`src/rtl/fetch_pkg.sv`:
```
// Shared definitions for the fetch queue stage.
// Holds the FIFO entry layout, the NOP encoding that IF/ID inserts on a
// flush, and the default address/instruction widths of the entry type.
package fetch_pkg;

    localparam int FETCH_XLEN = 32;
    localparam int FETCH_ILEN = 32;

    // addi x0, x0, 0 -- bubble inserted by IF/ID when it is flushed
    localparam logic [FETCH_ILEN-1:0] NOP_INSTR = 32'h0000_0013;

    // One fetched instruction together with the PC it was read from
    typedef struct packed {
        logic [FETCH_XLEN-1:0] pc;
        logic [FETCH_ILEN-1:0] instr;
    } fetch_entry_t;

endpackage

```
`src/rtl/fetch_queue_stage_fifo.sv`:
```
// fetch_fifo: synchronous DEPTH-entry FIFO of fetch_entry_t.
// Ports: clk, reset (sync, active high), push/wdata, pop/rdata, flush,
//        count (occupancy), empty, full.
// Flush outranks push and pop; push while full and pop while empty are
// ignored so the pointers can never run past each other.
module fetch_fifo
    import fetch_pkg::*;
#(
    parameter int DEPTH = 4
) (
    input  logic                         clk,
    input  logic                         reset,
    input  logic                         push,
    input  fetch_entry_t                 wdata,
    input  logic                         pop,
    input  logic                         flush,
    output fetch_entry_t                 rdata,
    output logic [$clog2(DEPTH+1)-1:0]   count,
    output logic                         empty,
    output logic                         full
);

    localparam int PW = $clog2(DEPTH);
    localparam int CW = $clog2(DEPTH + 1);

    fetch_entry_t    mem_r [DEPTH];
    logic [PW-1:0]   wr_ptr_r;
    logic [PW-1:0]   rd_ptr_r;
    logic [CW-1:0]   count_r;
    logic            do_push_s;
    logic            do_pop_s;

    // Qualify requests against occupancy
    always_comb begin
        do_push_s = push && (count_r != CW'(DEPTH));
        do_pop_s  = pop && (count_r != CW'(0));
    end

    // Entry storage; contents need no reset since count gates visibility
    always_ff @(posedge clk) begin
        if (do_push_s && !flush && !reset) begin
            mem_r[wr_ptr_r] <= wdata;
        end
    end

    // Pointer and occupancy bookkeeping; pointers wrap as DEPTH is a power of two
    always_ff @(posedge clk) begin
        if (reset || flush) begin
            wr_ptr_r <= PW'(0);
            rd_ptr_r <= PW'(0);
            count_r  <= CW'(0);
        end else begin
            if (do_push_s) begin
                wr_ptr_r <= wr_ptr_r + PW'(1);
            end
            if (do_pop_s) begin
                rd_ptr_r <= rd_ptr_r + PW'(1);
            end
            case ({do_push_s, do_pop_s})
                2'b10:   count_r <= count_r + CW'(1);
                2'b01:   count_r <= count_r - CW'(1);
                default: count_r <= count_r;
            endcase
        end
    end

    assign rdata = mem_r[rd_ptr_r];
    assign count = count_r;
    assign empty = (count_r == CW'(0));
    assign full  = (count_r == CW'(DEPTH));

endmodule

```
`src/rtl/fetch_queue_stage.sv`:
```
// fetch_queue_stage: instruction fetch with up to MAX_OUT reads in flight and
// a DEPTH-entry queue in front of IF/ID.
// Ports: clk, reset (sync, active high); e_b_taken/e_target redirect from EX;
//        mem_i_req/mem_i_ra/mem_i_gnt request side and mem_i_rvalid/mem_i_rd
//        in-order response side of instruction memory; d_valid/d_ready/
//        d_instr/d_pc hand-off to IF/ID (data forced to 0 when not valid).
// fetch_pc names the next address to request; resp_pc names the address the
// next accepted response belongs to. After a redirect, drop_cnt counts the
// wrong-path responses still due and swallows them.
module fetch_queue_stage
    import fetch_pkg::*;
#(
    parameter int              XLEN     = FETCH_XLEN,
    parameter int              ILEN     = FETCH_ILEN,
    parameter int              DEPTH    = 4,
    parameter int              MAX_OUT  = 2,
    parameter logic [XLEN-1:0] RESET_PC = {XLEN{1'b0}}
) (
    input  logic            clk,
    input  logic            reset,
    input  logic            e_b_taken,
    input  logic [XLEN-1:0] e_target,
    output logic            mem_i_req,
    output logic [XLEN-1:0] mem_i_ra,
    input  logic            mem_i_gnt,
    input  logic            mem_i_rvalid,
    input  logic [ILEN-1:0] mem_i_rd,
    output logic            d_valid,
    input  logic            d_ready,
    output logic [ILEN-1:0] d_instr,
    output logic [XLEN-1:0] d_pc
);

    localparam int CW = $clog2(DEPTH + 1);
    localparam int OW = $clog2(MAX_OUT + 1);

    logic [XLEN-1:0] fetch_pc_r;
    logic [XLEN-1:0] resp_pc_r;
    logic [OW-1:0]   outstanding_r;
    logic [OW-1:0]   drop_cnt_r;

    logic [XLEN-1:0] redirect_pc_s;
    logic [CW:0]     inflight_s;
    logic            req_s;
    logic            grant_s;
    logic            push_s;
    logic            pop_s;
    fetch_entry_t    push_entry_s;
    fetch_entry_t    head_s;
    logic [CW-1:0]   fifo_count_s;
    logic            fifo_empty_s;
    logic            fifo_full_s;
    logic            unused_target_s;

    assign unused_target_s = ^e_target[1:0];

    // Request/accept decisions; a read is only issued when the queue already
    // has a slot reserved for its response, so pushes never see a full FIFO
    always_comb begin
        redirect_pc_s      = {e_target[XLEN-1:2], 2'b00};
        inflight_s         = (CW+1)'(outstanding_r) + (CW+1)'(fifo_count_s);
        req_s              = !reset && !e_b_taken &&
                             (outstanding_r < OW'(MAX_OUT)) &&
                             (inflight_s < (CW+1)'(DEPTH));
        grant_s            = req_s && mem_i_gnt;
        push_s             = !reset && !e_b_taken && mem_i_rvalid &&
                             (drop_cnt_r == OW'(0));
        pop_s              = !fifo_empty_s && d_ready;
        push_entry_s.pc    = resp_pc_r;
        push_entry_s.instr = mem_i_rd;
    end

    // PC registers and in-flight/drop accounting; redirect dominates and
    // turns every read still in flight (minus this cycle's response) into a drop
    always_ff @(posedge clk) begin
        if (reset) begin
            fetch_pc_r    <= RESET_PC;
            resp_pc_r     <= RESET_PC;
            outstanding_r <= OW'(0);
            drop_cnt_r    <= OW'(0);
        end else if (e_b_taken) begin
            fetch_pc_r    <= redirect_pc_s;
            resp_pc_r     <= redirect_pc_s;
            outstanding_r <= outstanding_r - OW'(mem_i_rvalid);
            drop_cnt_r    <= outstanding_r - OW'(mem_i_rvalid);
        end else begin
            if (grant_s) begin
                fetch_pc_r <= fetch_pc_r + XLEN'(4);
            end
            if (push_s) begin
                resp_pc_r <= resp_pc_r + XLEN'(4);
            end
            case ({grant_s, mem_i_rvalid})
                2'b10:   outstanding_r <= outstanding_r + OW'(1);
                2'b01:   outstanding_r <= outstanding_r - OW'(1);
                default: outstanding_r <= outstanding_r;
            endcase
            if (mem_i_rvalid && (drop_cnt_r != OW'(0))) begin
                drop_cnt_r <= drop_cnt_r - OW'(1);
            end
        end
    end

    fetch_fifo #(
        .DEPTH (DEPTH)
    ) u_fifo (
        .clk   (clk),
        .reset (reset),
        .push  (push_s),
        .wdata (push_entry_s),
        .pop   (pop_s),
        .flush (e_b_taken),
        .rdata (head_s),
        .count (fifo_count_s),
        .empty (fifo_empty_s),
        .full  (fifo_full_s)
    );

    assign mem_i_req = req_s;
    assign mem_i_ra  = fetch_pc_r;
    assign d_valid   = !fifo_empty_s;
    assign d_instr   = d_valid ? head_s.instr : ILEN'(0);
    assign d_pc      = d_valid ? head_s.pc    : XLEN'(0);

    fetch_queue_stage_chk #(
        .XLEN    (XLEN),
        .ILEN    (ILEN),
        .DEPTH   (DEPTH),
        .MAX_OUT (MAX_OUT)
    ) u_chk (
        .clk         (clk),
        .reset       (reset),
        .outstanding (outstanding_r),
        .drop_cnt    (drop_cnt_r),
        .count       (fifo_count_s),
        .push        (push_s),
        .full        (fifo_full_s),
        .flush       (e_b_taken),
        .d_valid     (d_valid),
        .d_ready     (d_ready),
        .d_instr     (d_instr),
        .d_pc        (d_pc)
    );

endmodule

// Invariant checker for fetch_queue_stage: in-flight bookkeeping bounds,
// queue bounds, no push into a full queue, and stable data under backpressure.
module fetch_queue_stage_chk #(
    parameter int XLEN    = 32,
    parameter int ILEN    = 32,
    parameter int DEPTH   = 4,
    parameter int MAX_OUT = 2
) (
    input logic                          clk,
    input logic                          reset,
    input logic [$clog2(MAX_OUT+1)-1:0]  outstanding,
    input logic [$clog2(MAX_OUT+1)-1:0]  drop_cnt,
    input logic [$clog2(DEPTH+1)-1:0]    count,
    input logic                          push,
    input logic                          full,
    input logic                          flush,
    input logic                          d_valid,
    input logic                          d_ready,
    input logic [ILEN-1:0]               d_instr,
    input logic [XLEN-1:0]               d_pc
);

    localparam int CW = $clog2(DEPTH + 1);
    localparam int OW = $clog2(MAX_OUT + 1);

    a_drop_bound: assert property (@(posedge clk) disable iff (reset)
        (drop_cnt <= outstanding) && (outstanding <= OW'(MAX_OUT)));

    a_count_bound: assert property (@(posedge clk) disable iff (reset)
        count <= CW'(DEPTH));

    a_no_overflow: assert property (@(posedge clk) disable iff (reset)
        !(push && full));

    a_head_stable: assert property (@(posedge clk) disable iff (reset)
        (d_valid && !d_ready && !flush) |=> ($stable(d_instr) && $stable(d_pc)));

endmodule

```
`config.mk`:
```
export PLATFORM = sky130hd
export DESIGN_NAME = fetch_queue_stage
export DESIGN_NICKNAME = d
export VERILOG_FILES = /design/src/rtl/fetch_pkg.sv /design/src/rtl/fetch_queue_stage_fifo.sv /design/src/rtl/fetch_queue_stage.sv
export SDC_FILE = /design/constraint.sdc
export NUM_CORES = 1
export LEC_CHECK = 0
export CAP_MARGIN = 10
export CELL_PAD_IN_SITES_DETAIL_PLACEMENT = 2
export CELL_PAD_IN_SITES_GLOBAL_PLACEMENT = 2
export CORE_MARGIN = 2
export CORE_UTILIZATION = 40
export CTS_CLUSTER_SIZE = 25
export DETAILED_ROUTE_END_ITERATION = 6
export GPL_ROUTABILITY_DRIVEN = 0
export PLACE_DENSITY_LB_ADDON = 0.1
export SYNTH_ARGS = -nofsm -noshare
export SYNTH_HDL_FRONTEND = slang
export SYNTH_HIERARCHICAL = 1
export SYNTH_SLANG_ARGS = --single-unit
```
`constraint.sdc`:
```
create_clock -name clk -period 4.8 [get_ports clk]
set_input_delay 0.96 -clock clk [delete_from_list [all_inputs] [get_ports clk]]
set_output_delay 0.96 -clock clk [all_outputs]
set_load 0.005 [all_outputs]
```
==> results.txt <==
- Status: finished, final reports clean
- Endpoint of the worst register-to-register path: mem_i_ra[21]
- Worst Setup Slack, final: 0.927 ns
- Hold repair after CTS inserted 0 buffers.
* Min Clock Period, post-route: 3.87 ns
- The worst hold path was traced through 2 stages.
- Chip height: 190 µm
* Area added between synthesis and finish: 24.8%
- Clock skew on the completed layout was measured at 0.0246 ns.
* Die Width: 190 µm
* Final setup vio count: 0
- At the worst endpoint, the required time is 3.84 ns.
- Worst-case setup slack after placement: 1.18 ns
* Crit path launch type: register
- Total negative setup slack: 0 ns
- Clock-pin slew reported for the worst setup and hold paths after clock tree synthesis: 0.05 ns
- After detailed routing, the average wire length per cell comes to 23.9 µm.
- Data arrival time of the critical path: 2.91 ns
- Worst Reg-to-Reg Cells: 6
* Least-Margin Pin Slew: 0.995 ns
- Fraction of final layout cells with drive strength greater than 1: 0.141
- The worst setup path is captured at an output port.
- Clock latency on the worst-skew pair: 0.53 ns
* Total of max-cap violations: 0
- The region available for standard cell placement spans 34,300 µm².
- Unrepaired setup endpoints after global routing: no
- Number of global-route vias before repair: 9,573
* Violation count after the first detailed-route iteration: 408
- Total wire length: 37.9 mm
- 0 antenna diodes ended up in the layout.
- Post CTS Setup Buffer Count: 0
- Derived from the worst setup path, the maximum achievable clock frequency is 258 MHz.
- Length of the first detailed-routing pass in iterations: 4
- The worst register-to-register path has a setup slack of 2.06 ns.
* Footprint of the multi-input gates: 4370 µm²
- DR vias: 8,637
- Summed over all cells, the static leakage comes to 5.51 nW.
* Pin count of the biggest net entering global routing: 65
- Global route total overflow: 0
* FF-to-FF Start: u_fifo/count[1]
- The filler cells instantiated in the layout total 3,154.
- Pins Over Slew Limit: 0
* Count of clock tree sinks: 329
- After detailed routing, the number of remaining DRC violations is 0.
- Tot Pwr: 0.00641 W
* Yosys Warn Count: 6
* Share of the clock period used by the worst path: 0.807
- Starting density of the core: 0.404
* Normalized max-slew margin: 0.337
- Full die area: 36,100 µm²
* CTS buffer count: 37
- Detail-routed via count per cell: 5.46
- CTS H-tree lvls: 2
* Estimated wirelength of the detail-placed design: 23.9 mm
* Largest fanout of any net on the critical path: 34
* Area of the mapped netlist: 13,800 µm²
* Worst hold-check path type: reg2reg
- CTS tree: yes
* Antenna violations before repair: 0
- Cell count after synthesis: 922
* First-pass GRT wire length: 58.7 mm
- After synthesis, the mean cell area works out to 15.0 µm².
* Number of top-level pins: 168
- The sequential cells in the finished layout cover a total of 9150 µm².
- Number of placement rows: 68
- Max Root-Sink Buffers: 3
* Final Hold Viols: 0
* Non-filler cells in the finished layout: 1,582
* Number of nets with antenna violations after detailed routing: 0
- Maximum VDD drop: 201 µV
* Power per cell area: 371 nW/µm²
- The setup path with the least slack is of type reg2out.
- Beginning of the worst hold path: u_fifo/rd_ptr_r[0]
- CTS-repair resized insts: 0
* Clk root buf: sky130_fd_sc_hd__clkbuf_16
- In this run, placement finished with an instance count of 1,516.
- In the final design database the tool counted 1,181 nets.
* I/O Buffers: 163
* Global-route usage over all layers: 0.213
==> flip-flops by register name, indices dropped and copies added (netlist names), named ones only <==
| signal | cells |
|---|---|
| resp_pc_r | 30 |
| u_fifo/wr_ptr_r | 2 |
| mem_i_ra | 30 |
| u_fifo/mem_r | 256 |
| u_fifo/rd_ptr_r | 2 |
| outstanding_r | 2 |
| u_fifo/count | 3 |
| drop_cnt_r | 2 |
==> cells in the final DEF (no fill, tap or decap), drive strengths merged, types with 3 or more instances in the layout <==
| master | instances |
|---|---|
| a211oi | 11 |
| and2 | 7 |
| mux4 | 64 |
| or4 | 4 |
| dfxtp | 73 |
| bufinv | 6 |
| nand2b | 3 |
| o211ai | 5 |
| nand2 | 44 |
| nor3 | 8 |
| nand4 | 28 |
| a21oi | 30 |
| buf | 18 |
| edfxtp | 256 |
| clkbuf | 46 |
| nor2b | 68 |
| o21ai | 14 |
| xnor2 | 18 |
| a22oi | 3 |
| clkdlybuf4s50 | 161 |
| and4 | 11 |
| conb | 10 |
| nor2 | 36 |
| clkinv | 11 |
| or2 | 3 |
| and3 | 14 |
| ha | 10 |
| or3 | 12 |
| o31a | 4 |
| nand3 | 21 |
| mux2 | 3 |
| a31oi | 20 |
| inv | 31 |
| a21boi | 15 |
| xor2 | 18 |
| mux2i | 3 |
| nor4 | 7 |
| o22ai | 3 |
==> critical path, cell delays in order (launching register included) <==
cell and delay [ns]:
sky130_fd_sc_hd__dfxtp_4 0.83, sky130_fd_sc_hd__buf_4 0.35, sky130_fd_sc_hd__mux4_2 0.54, sky130_fd_sc_hd__nor2b_1 0.16
sky130_fd_sc_hd__clkdlybuf4s50_1 0.48
==> per-layer routing <==
layer / share of wire / GRT usage
met5: 0 / 0
met3: 0.037 / 0.0273
met2: 0.50 / 0.373
met4: 0.016 / 0.0516
met1: 0.45 / 0.284
==> where the power goes <==
group / internal [W] / switching [W] / leakage (nW)
Combinational: 0.000154 / 0.000144 / 1.97
Clock: 0.00177 / 0.00115 / 0.604
Sequential: 0.00311 / 0.0000743 / 2.93
Total: 0.00504 / 0.00137 / 5.51
==> cell type report <==
cell class,instances,share of cell area
well taps,455,0.0330
inverters,29,0.00630
flip-flops and latches,329,0.530
repair buffers,179,0.106
multi-input cells,524,0.253
clock inverters,20,0.0147
clock buffers,46,0.0567
==> stage by stage <==
| stage | cell area [µm²] | hold WS [ns] | util |
|---|---|---|---|
| 2_1_floorplan | 13900 | 0.458 | - |
| 3_3_place_gp | 16000 | 0.476 | 0.468 |
| 3_5_place_dp | 16000 | 0.478 | 0.468 |
| 4_1_cts | 17300 | 0.494 | 0.504 |
| 5_1_grt | 17300 | 0.537 | 0.504 |
| 6_report | 17300 | 0.491 | 0.504 |
==> worst max-delay path by stage <==
stage                                endpoint  slack, ns
after floorplan            u_fifo/mem_r[0][0]       0.84
after global placement    u_fifo/mem_r[3][17]       1.22
after detailed placement  u_fifo/mem_r[3][18]       1.18
after CTS                            d_pc[28]       0.84
after global routing                 d_pc[28]       0.75
final                                d_pc[28]       0.93
(Power assumes the default switching activity.)
